$ cat config.mk
export PLATFORM = sky130hd
export DESIGN_NAME = wave_display
export DESIGN_NICKNAME = d
export VERILOG_FILES = /design/src/rtl/wave_pkg.sv /design/src/rtl/wave_pixel_test.sv /design/src/rtl/wave_display.sv
export SDC_FILE = /design/constraint.sdc
export NUM_CORES = 1
export LEC_CHECK = 0
export ABC_CLOCK_PERIOD_IN_PS = 6900
export CAP_MARGIN = 40
export CORE_AREA = 2 2 99 101
export CTS_CLUSTER_DIAMETER = 120
export DETAILED_ROUTE_END_ITERATION = 7
export DIE_AREA = 0 0 101 103
export GPL_TIMING_DRIVEN = 0
export PLACE_DENSITY = 0.44
export SETUP_SLACK_MARGIN = 0.02
export SYNTH_ARGS = -nofsm -noshare
export SYNTH_HDL_FRONTEND = slang
export SYNTH_HIERARCHICAL = 1
export SYNTH_SLANG_ARGS = --single-unit
$ cat constraint.sdc
create_clock -name clk -period 6.9 [get_ports clk]
set_input_delay 1.725 -clock clk [delete_from_list [all_inputs] [get_ports clk]]
set_output_delay 1.725 -clock clk [all_outputs]
set_load 0.01 [all_outputs]
$ cat src/rtl/wave_pkg.sv
// ---------------------------------------------------------------------------
// wave_pkg
// Shared constants and types for the waveform display pipeline.
//   SAMPLE_W / RAM_ADDR_W : sample width and sample RAM address width
//   WIN_X / WIN_Y         : size of the waveform window in pixels
//   COLOR_*               : 8-bit intensities for trace, background, grid
//   stage1_t              : fields carried from the input stage to the
//                           colour stage
// ---------------------------------------------------------------------------
package wave_pkg;

    localparam int unsigned SAMPLE_W   = 8;
    localparam int unsigned RAM_ADDR_W = 9;
    localparam int unsigned WIN_X      = 512;
    localparam int unsigned WIN_Y      = 512;

    localparam logic [7:0] COLOR_FG   = 8'hFF;
    localparam logic [7:0] COLOR_BG   = 8'h00;
    localparam logic [7:0] COLOR_GRID = 8'h40;

    // Stage-1 pixel context. Only row = y[8:1] is kept from y because
    // the window compare has already been folded into in_win.
    typedef struct packed {
        logic [10:0]         x;
        logic [SAMPLE_W-1:0] row;
        logic                grid;
        logic                valid;
        logic                in_win;
    } stage1_t;

endpackage

$ cat src/rtl/wave_pixel_test.sv
// ---------------------------------------------------------------------------
// wave_pixel_test
// Decides whether a pixel row lies on the trace segment between two
// consecutive samples and picks the matching colour.
//   i_prev, i_cur : endpoints of the segment (unsigned samples)
//   i_row         : pixel row in sample units (y[8:1])
//   i_grid_hit    : pixel sits on a grid line
//   o_lit         : row is within [min, max] of the endpoints, inclusive
//   o_colour      : trace, grid or background intensity
// ---------------------------------------------------------------------------
module wave_pixel_test
    import wave_pkg::*;
(
    input  logic [SAMPLE_W-1:0] i_prev,
    input  logic [SAMPLE_W-1:0] i_cur,
    input  logic [SAMPLE_W-1:0] i_row,
    input  logic                i_grid_hit,
    output logic                o_lit,
    output logic [7:0]          o_colour
);

    logic [SAMPLE_W-1:0] w_lo;
    logic [SAMPLE_W-1:0] w_hi;

    always_comb begin
        w_lo     = (i_prev < i_cur) ? i_prev : i_cur;
        w_hi     = (i_prev < i_cur) ? i_cur  : i_prev;
        o_lit    = (i_row >= w_lo) && (i_row <= w_hi);
        o_colour = o_lit      ? COLOR_FG   :
                   i_grid_hit ? COLOR_GRID : COLOR_BG;
    end

endmodule

$ cat src/rtl/wave_display.sv
// ---------------------------------------------------------------------------
// wave_display
// Draws the captured waveform into a 512x512 window of the VGA raster.
// Each RAM sample covers two pixel columns; consecutive samples are joined
// by a vertical segment so steep edges stay connected.
//
// Ports
//   clk, reset         : clock, synchronous active-high reset
//   x, y, valid        : raster position and visible-area flag
//   read_index         : RAM half most recently filled by wave_capture
//   read_address       : sample RAM address {latched index, x[8:1]}
//   read_value         : sample RAM data, one cycle after read_address
//   valid_pixel, r/g/b : pixel output, 2 cycles after x/y/valid
//   wave_display_idle  : raster is below the waveform band (y >= 512)
//
// Build option: define WAVE_DISPLAY_GRID_EN to draw a grid every 64 pixels
// on unlit in-window pixels.
// ---------------------------------------------------------------------------
module wave_display
    import wave_pkg::*;
(
    input  logic                  clk,
    input  logic                  reset,
    input  logic [10:0]           x,
    input  logic [9:0]            y,
    input  logic                  valid,
    input  logic                  read_index,
    output logic [RAM_ADDR_W-1:0] read_address,
    input  logic [SAMPLE_W-1:0]   read_value,
    output logic                  valid_pixel,
    output logic [7:0]            r,
    output logic [7:0]            g,
    output logic [7:0]            b,
    output logic                  wave_display_idle
);

    stage1_t             r_s1;
    logic [SAMPLE_W-1:0] r_prev;
    logic                r_idx;
    logic                r_idle;
    logic [7:0]          r_colour;
    logic                r_valid_pixel;

    logic                w_in_win;
    logic                w_grid;
    logic [SAMPLE_W-1:0] w_prev_eff;
    logic                w_lit;
    logic [7:0]          w_colour;

    always_comb begin
        w_in_win = valid && (x < 11'(WIN_X)) && (y < 10'(WIN_Y));
`ifdef WAVE_DISPLAY_GRID_EN
        w_grid   = (x[5:0] == '0) || (y[5:0] == '0);
`else
        w_grid   = 1'b0;
`endif
        // Column 0 starts a fresh line: no segment from the previous row.
        w_prev_eff = (r_s1.x == '0) ? read_value : r_prev;
    end

    assign read_address = {r_idx, x[8:1]};

    wave_pixel_test u_pixel_test (
        .i_prev     (w_prev_eff),
        .i_cur      (read_value),
        .i_row      (r_s1.row),
        .i_grid_hit (r_s1.grid),
        .o_lit      (w_lit),
        .o_colour   (w_colour)
    );

    always_ff @(posedge clk) begin
        if (reset) begin
            r_s1          <= '0;
            r_prev        <= '0;
            r_idx         <= 1'b0;
            r_idle        <= 1'b0;
            r_colour      <= COLOR_BG;
            r_valid_pixel <= 1'b0;
        end else begin
            r_s1.x      <= x;
            r_s1.row    <= y[8:1];
            r_s1.grid   <= w_grid;
            r_s1.valid  <= valid;
            r_s1.in_win <= w_in_win;

            // prev follows the sample of the right-hand column of each pair.
            if (r_s1.in_win && r_s1.x[0])
                r_prev <= read_value;

            // Buffer index may only change while outside the waveform band.
            if (r_idle)
                r_idx <= read_index;
            r_idle <= (y >= 10'(WIN_Y));

            r_colour      <= !r_s1.in_win ? COLOR_BG :
                             (w_lit ? COLOR_FG : w_colour);
            r_valid_pixel <= r_s1.valid;
        end
    end

    assign r                 = r_colour;
    assign g                 = r_colour;
    assign b                 = r_colour;
    assign valid_pixel       = r_valid_pixel;
    assign wave_display_idle = r_idle;

endmodule

==> flow_metrics.env <==
export IMPL_post_route_min_period_ns=5.23
export IMPL_switchingPower_uw=131
export IMPL_p_clk_share_pct=31.3
export IMPL_busiest_layer="met2"
export IMPL_syn_inst=244
export IMPL_final_util_pct=33.5
export IMPL_dp_cells=425
export IMPL_tns_ns=0
export IMPL_start_util_pct=23.9
export IMPL_drcViolationCount=0
export IMPL_min_period_over_period_pct=75.8
export IMPL_cts_max_level=2
export IMPL_synth_area_leaders="dfxtp_1, ha_1, buf_4"
export IMPL_p_leak_nw=1.40
export IMPL_insertion_delay_ns=0.28
export IMPL_max_slew_margin_pct=65.1
export IMPL_hold_buffers=0
export IMPL_grt_util_all_layers_pct=10.2
export IMPL_netSwitchingFraction_pct=25.4
export IMPL_layout_drive_gt1_share_pct=17.9
export IMPL_gp_congestion=0.770
export IMPL_io_buffers=66
export IMPL_dieHeight_um=103
export IMPL_status="completed"
export IMPL_met3_usage_pct=2.85
export IMPL_final_cell_count_no_fill=433
export IMPL_yosysUniqueCellTypes=31
export IMPL_final_nets=374
export IMPL_syn_area_um2=2260
export IMPL_power_density_nw_per_um2=163
export IMPL_cp_required_ns=7.12
export IMPL_n_antenna_cell=0
export IMPL_yosysWarnings=6
export IMPL_cts_buffer_depth=2
export IMPL_max_freq_ghz=0.191
export IMPL_io_pins=68
export IMPL_skew_ns=0.00619
export IMPL_whs_ns=0.452
export IMPL_syn_avg_cell_area_um2=9.28
export IMPL_drt_first_pass_iters=4
export IMPL_grt_pass1_vias=1771
export IMPL_cts_sinks=40
export IMPL_vias=1762
export IMPL_multi_input_area_um2=1140
export IMPL_cts_root_buf="clkbuf_8"
export IMPL_path_clk_slew_ns=0.08
export IMPL_synth_seq_cells=40
export IMPL_die_w_um=101
export IMPL_finalSetupViolCount=0
export IMPL_avgViaCountPerCell=4.07
export IMPL_worst_slew_pin_slew_ns=0.524
export IMPL_p_total_uw=515
export IMPL_cts_tree="done"
export IMPL_rsz0062_at_grt="no"
export IMPL_postCtsSetupRepairBufs=0
export IMPL_ir_drop_mv=0.0630
export IMPL_grt_start_max_net_pins=13
export IMPL_worstPathArrival_ns=5.45
export IMPL_met2_usage_pct=17.1
export IMPL_ys_seq_area_share_pct=35.4
export IMPL_ff_latch_area_um2=801
export IMPL_end_kind="flip-flop"
export IMPL_antenna_found_initial=0
export IMPL_path_class="in2reg"
export IMPL_coreArea_um2=9460
export IMPL_start_kind="primary input"
export IMPL_place_hpwl_mm=3.95
export IMPL_synthesis_nets=300
export IMPL_use_met1_pct=12.9
export IMPL_drtIter0Drc=34
export IMPL_area_delta_synth_final_pct=39.8
export IMPL_share_seq_of_total_power_pct=47.1
export IMPL_grt_pass1_wl_mm=8.29
export IMPL_combPwrFrac_pct=21.6
export IMPL_grt_overflow_total=0
export IMPL_layout_cells_most_common_list="clkdlybuf4s50_1, dfxtp_1, buf_4, nor2b_1, ha_1"
export IMPL_num_fill_cells=998
export IMPL_antenna_left=0
export IMPL_p_int_uw=385
export IMPL_cts_inserted_buffers=5
export IMPL_layout_commonest_cell="clkdlybuf4s50_1"
export IMPL_hold_class="reg2reg"
export IMPL_wl_per_cell_um=11.3
export IMPL_die_area_um2=10400
export IMPL_finalHoldViolations=0
export IMPL_synth_top_area_share_pct=35.4
export IMPL_cts_repair_resized=0
export IMPL_slew_violations=0
export IMPL_critical_path_max_fanout=10
export IMPL_drt_wl_total_mm=4.91
export IMPL_placementRows=36
export IMPL_synth_top_area_cell="dfxtp_1"
export IMPL_cap_violations=0
[sequential cells by signal, indices dropped and copies added, names as in the netlist]
name,cells
wave_display_idle,1
valid_pixel,1
r_s1,21
b,8
r_prev,8
r_idx,1
[per-layer routing]
metal	wire [um]	up-vias
met5	0	-
met4	40	0
met3	252	5
met2	2270	44
met1	2350	776
li1	-	937
[power groups by stage]
stage,clock [mW],sequential [mW],combinational [mW]
after floorplan,0,0.248,0.0689
after global placement,0,0.248,0.111
after detailed placement,0,0.248,0.113
after CTS,0.170,0.243,0.114
after global routing,0.178,0.244,0.126
final,0.161,0.243,0.111
[layout make-up]
class	count	area share, %
inverter	8	0.948
clock inverter	1	0.237
timing repair buffer	67	21.0
buffer	40	9.13
clock buffer	7	2.73
tap	114	4.50
sequential	40	25.3
multi-input combinational	156	36.2
[final timing paths]
path                       startpoint                      to  slack [ns]  depth (start not counted)
setup / recovery        read_value[1]         b[7]$_SDFF_PP0_        1.67                         17
hold / removal     r_s1[1]$_SDFF_PP0_  valid_pixel$_SDFF_PP0_        0.45                          1
setup reg to reg  r_s1[11]$_SDFF_PP0_         b[7]$_SDFF_PP0_        2.60                         19
hold reg to reg    r_s1[1]$_SDFF_PP0_  valid_pixel$_SDFF_PP0_        0.45                          1
[stage by stage]
stage | worst slack (ns) | cell area [um2]
after floorplan | 2.06 | 2260
after global placement | 0.930 | 3070
after detailed placement | 1.31 | 3070
after CTS | 1.62 | 3170
after global routing | 1.23 | 3170
final | 1.67 | 3170
[cells by family after synthesis]
group	share of synthesized area, %
compound gates	7.24
fa+ha+maj	12.7
buf+inv	14.1
flops	35.4
mux	11.6
other cells	0.166
simple gates	18.8
[synthesized netlist by cell type, drive strengths merged]
master / instances
nor4b: 1
mux2: 10
nand2b: 3
nor2: 21
nor3: 2
dfxtp: 40
o21a: 1
nand2: 15
o21ai: 4
nor4: 2
nor2b: 23
a211oi: 2
conb: 1
or2: 1
ha: 23
mux2i: 15
buf: 35
nand3: 9
o31ai: 1
a21oi: 19
nand4: 2
clkbuf: 5
inv: 8
o211ai: 1
[critical path, cell delays in order]
cell and delay (ns):
clkdlybuf4s50_1 0.49, mux2_2 0.32, ha_1 0.30, a21oi_1 0.14, o21ai_1 0.16, a21oi_4 0.36
buf_8 0.20, mux2i_1 0.21, ha_1 0.28, a21oi_1 0.14, o21ai_0 0.10, o21a_1 0.11
a211oi_1 0.20, buf_2 0.23, buf_1 0.29, nor2_1 0.08, nor2_1 0.10
No activity file was read; power rests on OpenSTA's default activity.
